$ cat src/rtl/fwd_pkg.sv
// Shared types and constants for the EX-stage data-hazard forwarding unit.
package fwd_pkg;

  typedef enum logic [1:0] {
    FWD_NONE = 2'b00,
    FWD_WB   = 2'b01,
    FWD_EX   = 2'b10
  } fwd_sel_e;

  localparam logic [4:0] REG_X0 = 5'd0;

endpackage

$ cat src/rtl/fwd_sel_one.sv
// Per-operand forwarding comparator: picks EX/MEM, MEM/WB or the register file for one Rs.
module fwd_sel_one
  import fwd_pkg::*;
(
  input  logic       ex_we_i,
  input  logic [4:0] ex_rd_i,
  input  logic       wb_we_i,
  input  logic [4:0] wb_rd_i,
  input  logic [4:0] rs_i,
  output fwd_sel_e   sel_o
);

  logic ex_hit;
  logic wb_hit;

  // x0 is hard-wired to zero, so a write targeting it never produces a forward.
  assign ex_hit = ex_we_i && (ex_rd_i != REG_X0) && (ex_rd_i == rs_i);
  assign wb_hit = wb_we_i && (wb_rd_i != REG_X0) && (wb_rd_i == rs_i);

  always_comb begin
    sel_o = FWD_NONE;
    if (ex_hit) begin
      sel_o = FWD_EX;
    end else if (wb_hit) begin
      sel_o = FWD_WB;
    end
  end

endmodule

$ cat src/rtl/fwd_logic.sv
// Forwarding unit beside the EX stage: combinational ALU-operand selects, plus optional
// saturating forwarding-event counters compiled in when FWD_STATS_EN is defined.
module fwd_logic
  import fwd_pkg::*;
#(
  parameter int CNT_W = 32
) (
  input  logic             clk,
  input  logic             rst,
  input  logic             EX_MEM_RegWrite,
  input  logic [4:0]       EX_MEM_Rd,
  input  logic             MEM_WB_RegWrite,
  input  logic [4:0]       MEM_WB_Rd,
  input  logic [4:0]       ID_EX_Rs1,
  input  logic [4:0]       ID_EX_Rs2,
  output logic [1:0]       forwardA,
  output logic [1:0]       forwardB
`ifdef FWD_STATS_EN
  ,
  output logic [CNT_W-1:0] fwd_ex_cnt,
  output logic [CNT_W-1:0] fwd_wb_cnt
`endif
);

  fwd_sel_e sel_a;
  fwd_sel_e sel_b;

  fwd_sel_one u_sel_a (
    .ex_we_i (EX_MEM_RegWrite),
    .ex_rd_i (EX_MEM_Rd),
    .wb_we_i (MEM_WB_RegWrite),
    .wb_rd_i (MEM_WB_Rd),
    .rs_i    (ID_EX_Rs1),
    .sel_o   (sel_a)
  );

  fwd_sel_one u_sel_b (
    .ex_we_i (EX_MEM_RegWrite),
    .ex_rd_i (EX_MEM_Rd),
    .wb_we_i (MEM_WB_RegWrite),
    .wb_rd_i (MEM_WB_Rd),
    .rs_i    (ID_EX_Rs2),
    .sel_o   (sel_b)
  );

  assign forwardA = sel_a;
  assign forwardB = sel_b;

`ifdef FWD_STATS_EN
  logic [1:0][CNT_W-1:0] cnt_vec;

  // Counter 0 tracks EX/MEM forwards, counter 1 tracks MEM/WB forwards.
  for (genvar gi = 0; gi < 2; gi++) begin : g_cnt
    localparam fwd_sel_e KIND = (gi == 0) ? FWD_EX : FWD_WB;

    logic [1:0]       inc;
    logic [CNT_W:0]   sum;
    logic [CNT_W-1:0] cnt_d;
    logic [CNT_W-1:0] cnt_q;

    always_comb begin
      inc   = {1'b0, (sel_a == KIND)} + {1'b0, (sel_b == KIND)};
      sum   = {1'b0, cnt_q} + {{(CNT_W-1){1'b0}}, inc};
      cnt_d = sum[CNT_W] ? {CNT_W{1'b1}} : sum[CNT_W-1:0];
    end

    always_ff @(posedge clk) begin
      if (rst) begin
        cnt_q <= '0;
      end else begin
        cnt_q <= cnt_d;
      end
    end

    assign cnt_vec[gi] = cnt_q;
  end

  assign fwd_ex_cnt = cnt_vec[0];
  assign fwd_wb_cnt = cnt_vec[1];
`else
  logic             unused_ctl;
  logic [CNT_W-1:0] unused_cnt;
  assign unused_ctl = clk ^ rst;
  assign unused_cnt = '0;
`endif

endmodule

$ cat config.mk
export PLATFORM = sky130hd
export DESIGN_NAME = fwd_logic
export DESIGN_NICKNAME = d
export VERILOG_FILES = /design/src/rtl/fwd_pkg.sv /design/src/rtl/fwd_sel_one.sv /design/src/rtl/fwd_logic.sv
export SDC_FILE = /design/constraint.sdc
export NUM_CORES = 1
export LEC_CHECK = 0
export CAP_MARGIN = 15
export CORE_AREA = 8 8 45 47
export DETAILED_ROUTE_END_ITERATION = 6
export DIE_AREA = 0 0 53 55
export PLACE_DENSITY = 0.67
export SLEW_MARGIN = 10
export SYNTH_ARGS = -nofsm -noshare
export SYNTH_HDL_FRONTEND = slang
export SYNTH_SLANG_ARGS = --single-unit
$ cat constraint.sdc
create_clock -name vclk -period 1.9
set_input_delay 0.19 -clock vclk [all_inputs]
set_output_delay 0.19 -clock vclk [all_outputs]
set_load 0.1 [all_outputs]
==> run metrics, run 1 <==
Initial DRT Pass Iterations=4; RePlAce Congestion=0.715; startpoint types=primary input; row cnt=14; WL/cell=roughly 12 um; Final nets=roughly 110; Yosys warnings=0; DRC=0; gr ovfl total=0; CP Cell Sequence=clkdlybuf4s50_1 > xor2_1 > nor4_4 > buf_4 > buf_4 > buf_12; CP startpoint=ID_EX_Rs1[2]; critical path endpoint=forwardA[1]; Die Span X=around 53 um; Initial Utilization=between 20 and 25%; slowest CP cell=clkdlybuf4s50_1; unique cell type count in the Yosys netlist=11; Slew Limit Fails=0; hold_ws=roughly 1.1 ns; Max VDD drop=93.2 uV; Final setup viols=0; top cells by area, synth=xnor2_1, xor2_1, nor4_2; final worst path period share=97.7%; vias=400; Slew headroom=roughly four fifths; WL final=between 1000 and 1500 um; Worst EP required=1.71 ns; total I/O pin count=28; post-synthesis cell count=36; actual slew at the worst max-slew pin=0.327 ns; Post-DRT Antenna Nets=0; Area growth syn-to-layout=173%; CP bufs+invs=4; Post-Syn Nets=60; core area=about 0.0014 sq mm; worst hold path type=primary input to output pin; Pwr per Cell Area=between 200 and 250 mW/mm^2; Clock Buffer Count=0; CP most frequent cell=buf_4; Worst path depth=6; Final Cell Area=just under 800 sq um; Arrival @ worst endpoint=1.67 ns; Critical Path Fanout Max=2; maximum clock rate=539 MHz; die area=0.00292 sq mm; Avg Inst Size Synth=a little under 8 sq um; # diodes=0; Post-Layout Cell Count=95; # placed instances=94; CP delay by family, top=buffers and inverters; seq_cells=0; layout cells sized above 1=between 40% and 50%; Synth area leader=xnor2_1; post-synthesis sequential area ratio=0%; Die H=between 50 and 60 um; First DRT Iteration DRCs=4; LEAKAGE=roughly 0.3 nW; final hold vios=0; register area=0 sq um; Min Clock Period, post-route=about 1.9 ns; RSZ-0062 raised after global routing=true; number of global-route vias before repair=between 400 and 500; Filler Cell Count=around 130; initial antenna violation count=0; Cell Area, Placed=about 740 sq um; largest net degree at the start of global routing=4; I/O Buffers=26; critical path class=primary input to output pin; Slowest Stage Delay on Critical Path=between 0.4 and 0.5 ns; CP endpoint kind=output pin; total power=0.164 mW; hold buffers post-CTS=0; all-layer global routing usage=between 8 and 9%; synthesized area=around 290 sq um; max-cap violations=0; vias per inst=~4.2; Synth top area share=around half; outcome=completed; first-pass GRT wire length=roughly 1900 um
==> routing by layer <==
metal / vias up / GRT usage, % / part of all wire (%)
li1: 213 / - / -
met1: 175 / 9.20 / 36
met2: 12 / 17.0 / 58
met3: 0 / 1.07 / 5.7
met4: 0 / 0 / 0
met5: - / 0 / 0
==> cells by family after synthesis <==
group | count (synthesis) | synth area share [%]
xor gates and xnor gates | 20 | 61.4
and+or+nand+nor | 13 | 30.3
buffers and inverters | 2 | 5.26
AOI/OAI and AO/OA | 1 | 3.07
==> through the flow <==
step | setup slack [ns] | utilization (%) | setup TNS, ns
6_report | 0.0436 | 56.3 | 0
5_1_grt | -0.00774 | 56.3 | -0.0120
4_1_cts | 0.00388 | 55.7 | 0
3_5_place_dp | -0.273 | 53.7 | -0.870
3_3_place_gp | -0.184 | 53.7 | -0.708
2_1_floorplan | -0.288 | - | -0.575
==> final cells by class <==
type / count / area [sq um] / area share [%]
repair buffers: 45 / 430 / 55.2
well taps: 16 / 20.0 / 2.57
multi-input cells: 34 / 329 / 42.2
==> cell usage after synthesis, drive strengths merged <==
| master | instances |
|---|---|
| xnor2 | 16 |
| nand3 | 2 |
| nand2 | 2 |
| or4 | 2 |
| nor2 | 1 |
| xor2 | 4 |
| nand4 | 2 |
| o21ai | 1 |
| buf | 2 |
| nor4 | 4 |
==> worst min path at each step <==
stage,from,to,slack (ns),depth (start not counted)
floorplan,MEM_WB_RegWrite,forwardA[0],0.61,2
global placement,MEM_WB_RegWrite,forwardA[0],1.17,4
detailed placement,MEM_WB_RegWrite,forwardB[0],1.17,4
CTS,EX_MEM_Rd[2],forwardB[1],1.12,6
global route,ID_EX_Rs1[3],forwardA[0],1.17,6
finish,ID_EX_Rs1[3],forwardA[0],1.13,6
==> where the power goes <==
| group | leakage (nW) | switching (mW) | internal (mW) |
|---|---|---|---|
| Sequential | 0 | 0 | 0 |
| Clock | 0 | 0 | 0 |
| Combinational | 0.294 | 0.0706 | 0.0938 |
==> timing repair <==
item,in CTS,in global routing
endpoints found under the setup margin,4,2
buffers inserted,1,0
pin swaps,5,2
gates resized for setup,21,1
gates cloned,0,0
==> cell usage in the layout (no fill, tap or decap) <==
master / synthesis / layout
or4_4: 0 / 1
dlygate4sd2_1: 0 / 4
clkdlybuf4s15_2: 0 / 2
xor2_1: 4 / 4
clkdlybuf4s50_1: 0 / 14
nand2_1: 2 / 2
buf_4: 2 / 19
buf_12: 0 / 4
or4_1: 2 / 1
nor4_4: 0 / 4
buf_2: 0 / 2
o21ai_4: 0 / 1
nand4_1: 2 / 2
nor2_1: 1 / 1
xnor2_1: 16 / 16
nand3_1: 2 / 2
No activity file was read; power rests on OpenSTA's default activity.
==> run 2: changes to the inputs <==
--- a/config.mk
+++ b/config.mk
@@ -9,7 +9,7 @@
 export CORE_AREA = 8 8 45 47
 export DETAILED_ROUTE_END_ITERATION = 6
 export DIE_AREA = 0 0 53 55
-export PLACE_DENSITY = 0.67
+export PLACE_DENSITY = 0.64
 export SLEW_MARGIN = 10
 export SYNTH_ARGS = -nofsm -noshare
 export SYNTH_HDL_FRONTEND = slang
==> run metrics, run 2 (synthesized netlist as in run 1, its figures left out) <==
Initial Utilization=20.6% (unchanged); hold buffers post-CTS=0 (unchanged); Min Clock Period, post-route=1.83 ns (was 1.86 ns); worst hold path type=primary input to output pin (unchanged); register area=0 sq um (unchanged); Arrival @ worst endpoint=1.64 ns (was 1.67 ns); LEAKAGE=0.288 nW (was 0.294 nW); WL final=1150 um (was 1180 um); Post-CTS Setup Inserts=0 (was 1); Worst EP required=1.71 ns (about the same); First DRT Iteration DRCs=0 (was 4); Final nets=105 (unchanged); GRT met3 Usage=0.802% (was 1.07%); Post-DRT Antenna Nets=0 (unchanged); Die H=55 um (unchanged); Critical Path Fanout Max=2 (unchanged); DP HPWL=1000 um; Die Span X=53 um (unchanged); # placed instances=95 (was 94); maximum clock rate=548 MHz (was 539 MHz); Pwr per Cell Area=215 mW/mm^2 (was 211 mW/mm^2); Slew headroom=78.0% (about the same); Clock Buffer Count=0 (unchanged); Final setup viols=0 (unchanged); row cnt=14 (unchanged); actual slew at the worst max-slew pin=0.327 ns (about the same); vias=412 (was 400); commonest non-fill, non-tap cell in the layout=buf_4 (unchanged); Area growth syn-to-layout=170% (was 173%); layout cells sized above 1=41.8% (unchanged); # diodes=0 (unchanged); final hold vios=0 (unchanged); outcome=completed (unchanged); Slowest Stage Delay on Critical Path=0.53 ns (was 0.47 ns); GR peak layer=met2 (unchanged); die area=0.00292 sq mm (unchanged); WL/cell=12.1 um (was 12.4 um); GR met1 Demand/Resource=8.45% (was 9.20%); critical path class=primary input to output pin (unchanged); Max VDD drop=102 uV (was 93.2 uV); number of global-route vias before repair=501 (was 446); seq_cells=0 (unchanged); CP endpoint kind=output pin (unchanged); I/O Buffers=26 (unchanged); initial antenna violation count=0 (unchanged); RePlAce Congestion=0.713 (was 0.715); commonest cells after routing, fill and taps aside=buf_4, clkdlybuf4s50_1, xnor2_1 (was buf_4, xnor2_1, clkdlybuf4s50_1); final worst path period share=96.1% (was 97.7%); CP Cell Sequence=clkdlybuf4s50_1 > or4_1 > nor2_1 > buf_4 > nor4_4 > buf_12 (was clkdlybuf4s50_1 > xor2_1 > nor4_4 > buf_4 > buf_4 > buf_12); core area=0.00138 sq mm (unchanged); gr ovfl total=0 (unchanged); all-layer global routing usage=8.45% (was 8.28%); Slew Limit Fails=0 (unchanged); max-cap violations=0 (unchanged); hold_ws=1.04 ns (was 1.13 ns); startpoint types=primary input (unchanged); vias per inst=4.34 (was 4.21); total I/O pin count=28 (unchanged); Post-Layout Cell Count=95 (unchanged); DRC=0 (unchanged); largest net degree at the start of global routing=4 (unchanged); first-pass GRT wire length=1990 um (was 1940 um); RSZ-0062 raised after global routing=false (was true); slowest CP cell=or4_1 (was clkdlybuf4s50_1); Initial DRT Pass Iterations=1 (was 4); GR met2 Demand/Resource=18.8% (was 17.0%)
-- run 2: cell types whose count changed in the layout (fill, tap and decap cells not counted), sizes merged --
| cell | delta |
|---|---|
| dlygate4sd2 | -3 |
| clkdlybuf4s50 | +3 |
| clkbuf | +1 |
| buf | +1 |
| clkdlybuf4s15 | -2 |
-- run 2: repair_timing --
item | CTS | global route
resized for setup | 21 | 1
pin swaps | 6 | 5
hold endpoints to repair | 0 | 0
setup endpoints to repair | 4 | 4
-- run 2: layout make-up --
| cell class | count | area, sq um |
|---|---|---|
| tap | 16 | 20.0 |
| fill | 126 | 613 |
| multi-input combinational | 34 | 329 |
| timing repair buffer | 45 | 422 |
-- run 2: critical path: cells and delay by family --
kind	cells	cell delay [ns]
AND/OR/NAND/NOR	3	0.69
buffers and inverters	3	0.76
-- run 2: path summary, 6_finish.rpt --
kind,from,end,depth (start not counted)
worst max-delay path,MEM_WB_Rd[0],forwardB[0],6
worst min-delay path,EX_MEM_Rd[2],forwardB[1],6
-- run 2: report_power, final --
group	leakage (nW)	switching, mW	internal [mW]
clock	0	0	0
combinational	0.288	0.0703	0.0953
sequential	0	0	0
-- run 2: stage by stage --
stage	TNS, ns	instance area (sq um)	setup WS [ns]	utilization, %	power, mW
3_3_place_gp	-0.708	751	-0.185	54.2	0.157
3_5_place_dp	-0.816	751	-0.230	54.2	0.159
6_report	0	771	0.0738	55.7	0.166
2_1_floorplan	-0.575	303	-0.288	-	0.0602
5_1_grt	0	771	0.000528	55.7	0.178
4_1_cts	0	776	0.00691	56.1	0.167
-- run 2: routing by layer --
metal / vias to the layer above / part of all wire, %
li1: 214 / -
met1: 187 / 36
met2: 11 / 60
met3: 0 / 4.3
met4: 0 / 0
met5: - / 0
==> run 3: changes to the inputs <==
--- a/config.mk
+++ b/config.mk
@@ -6,10 +6,10 @@
 export NUM_CORES = 1
 export LEC_CHECK = 0
 export CAP_MARGIN = 15
-export CORE_AREA = 8 8 45 47
+export CORE_AREA = 2 2 39 41
 export DETAILED_ROUTE_END_ITERATION = 6
-export DIE_AREA = 0 0 53 55
-export PLACE_DENSITY = 0.64
+export DIE_AREA = 0 0 41 43
+export PLACE_DENSITY = 0.67
 export SLEW_MARGIN = 10
 export SYNTH_ARGS = -nofsm -noshare
 export SYNTH_HDL_FRONTEND = slang
==> constraint.sdc (replaced) <==
create_clock -name vclk -period 1.6
set_input_delay 0.16 -clock vclk [all_inputs]
set_output_delay 0.16 -clock vclk [all_outputs]
set_load 0.1 [all_outputs]
==> run metrics, run 3 (synthesized netlist as in run 1, its figures left out) <==
outcome=finished, violations left (was completed); failing checks=negative setup slack; row cnt=14 (unchanged); layout cells sized above 1=45.0% (was 41.8%); Die Span X=41 um (was 53 um); RePlAce Congestion=0.750 (was 0.713); Final nets=106 (was 105); setup tns final=-0.276 ns (was 0 ns); WL/cell=11.0 um (was 12.1 um); vias per inst=4.35 (was 4.34); register area=0 sq um (unchanged); core area=0.00138 sq mm (unchanged); Post-Layout Cell Count=96 (was 95); largest net degree at the start of global routing=4 (unchanged); die area=0.00176 sq mm (was 0.00292 sq mm); startpoint types=primary input (unchanged); seq_cells=0 (unchanged); first-pass GRT wire length=1670 um (was 1990 um); max-cap violations=0 (unchanged); # placed instances=96 (was 95); Final setup viols=3 (was 0); actual slew at the worst max-slew pin=0.298 ns (was 0.327 ns); WL final=1060 um (was 1150 um); vias=418 (was 412); all-layer global routing usage=13.2% (was 8.45%); CP endpoint kind=output pin (unchanged); Slew Limit Fails=0 (unchanged); Area growth syn-to-layout=189% (was 170%); commonest non-fill, non-tap cell in the layout=buf_4 (unchanged); hold buffers post-CTS=0 (unchanged); RSZ-0062 raised after global routing=true (was false); DRC=0 (unchanged); final worst path period share=108%; gr ovfl total=0 (unchanged); commonest cells after routing, fill and taps aside=buf_4, xnor2_1, dlygate4sd2_1, dlymetal6s2s_1 (was buf_4, clkdlybuf4s50_1, xnor2_1); total I/O pin count=28 (unchanged); number of global-route vias before repair=431 (was 501); I/O Buffers=26 (unchanged); Clock Buffer Count=0 (unchanged); Critical Path Fanout Max=2 (unchanged); Initial Utilization=20.6% (unchanged); initial antenna violation count=0 (unchanged); Max VDD drop=109 uV (was 102 uV); Filler Cell Count=122 (was 126); Worst EP required=1.44 ns (was 1.71 ns); Die H=43 um (was 55 um); Initial DRT Pass Iterations=3 (was 1); Arrival @ worst endpoint=1.56 ns (was 1.64 ns); worst hold path type=primary input to output pin (unchanged); LEAKAGE=0.386 nW (was 0.288 nW); final hold vios=0 (unchanged); critical path class=primary input to output pin (unchanged); Post-DRT Antenna Nets=0 (unchanged); # diodes=0 (unchanged); Pwr per Cell Area=246 mW/mm^2 (was 215 mW/mm^2); post-route worst setup slack=-0.122 ns (was 0.0738 ns); Min Clock Period, post-route=approximately 1.7 ns; First DRT Iteration DRCs=2 (was 0); DP HPWL=832 um (was 1000 um); Slew headroom=80.0% (was 78.0%); maximum clock rate=approximately 580 MHz
==> run 3: changes by cell type in the layout (fill, tap and decap cells not counted) <==
| cell | change |
|---|---|
| buf_2 | -1 |
| buf_4 | +1 |
| buf_6 | +2 |
| clkbuf_2 | -1 |
| clkdlybuf4s50_1 | -15 |
| dlygate4sd2_1 | +7 |
| dlymetal6s2s_1 | +8 |
| nand2_1 | -1 |
| nand2_2 | +1 |
| xnor2_1 | -1 |
| xnor2_4 | +1 |
==> run 3: path summary, 6_finish.rpt <==
kind | from | endpoint | slack (ns) | cells after the start
max | EX_MEM_Rd[1] | forwardA[0] | -0.12 | 6
min | MEM_WB_Rd[4] | forwardB[0] | 0.89 | 5
==> run 3: repair_timing <==
item / CTS / global route
endpoints found under the setup margin: 4 / 4
setup buffers: 1 / 0
pin swaps: 8 / 9
resized for setup: 31 / 12
cloned: 0 / 0
==> run 3: metrics by stage <==
stage | hold WS, ns | setup WS [ns] | util [%] | power, mW | area [sq um]
2_1_floorplan | 0.549 | -0.528 | - | 0.0715 | 303
3_3_place_gp | 1.11 | -0.434 | 54.8 | 0.188 | 758
3_5_place_dp | 1.11 | -0.476 | 54.8 | 0.191 | 758
4_1_cts | 0.946 | -0.168 | 56.4 | 0.193 | 781
5_1_grt | 0.922 | -0.155 | 59.5 | 0.217 | 823
6_report | 0.891 | -0.122 | 59.5 | 0.203 | 823
==> run 3: cell type report <==
class	count	area, sq um	area share, %
multi-input cells	34	350	42.6
well taps	16	20.0	2.43
repair buffers	46	453	55.0
==> run 3: where the power goes <==
part           leakage (nW)  total (mW)  internal [mW]  switching (mW)
combinational         0.386       0.203          0.114          0.0888
clock                     0           0              0               0
sequential                0           0              0               0
==> run 3: critical path, stage by stage <==
cell	delay [ns]
buf_6	0.09
or4_4	0.53
o21ai_4	0.21
nor4_4	0.09
nor4_4	0.27
buf_12	0.21
==> run 3: layer usage <==
metal / vias up / GRT usage, % / part of all wire [%] / wire length [um]
met3: 0 / 0 / 3.4 / 36
met5: - / 0 / 0 / 0
met4: 0 / 2.00 / 0 / 0
met1: 191 / 14.6 / 40 / 428
met2: 12 / 25.9 / 56 / 595
li1: 215 / - / - / -
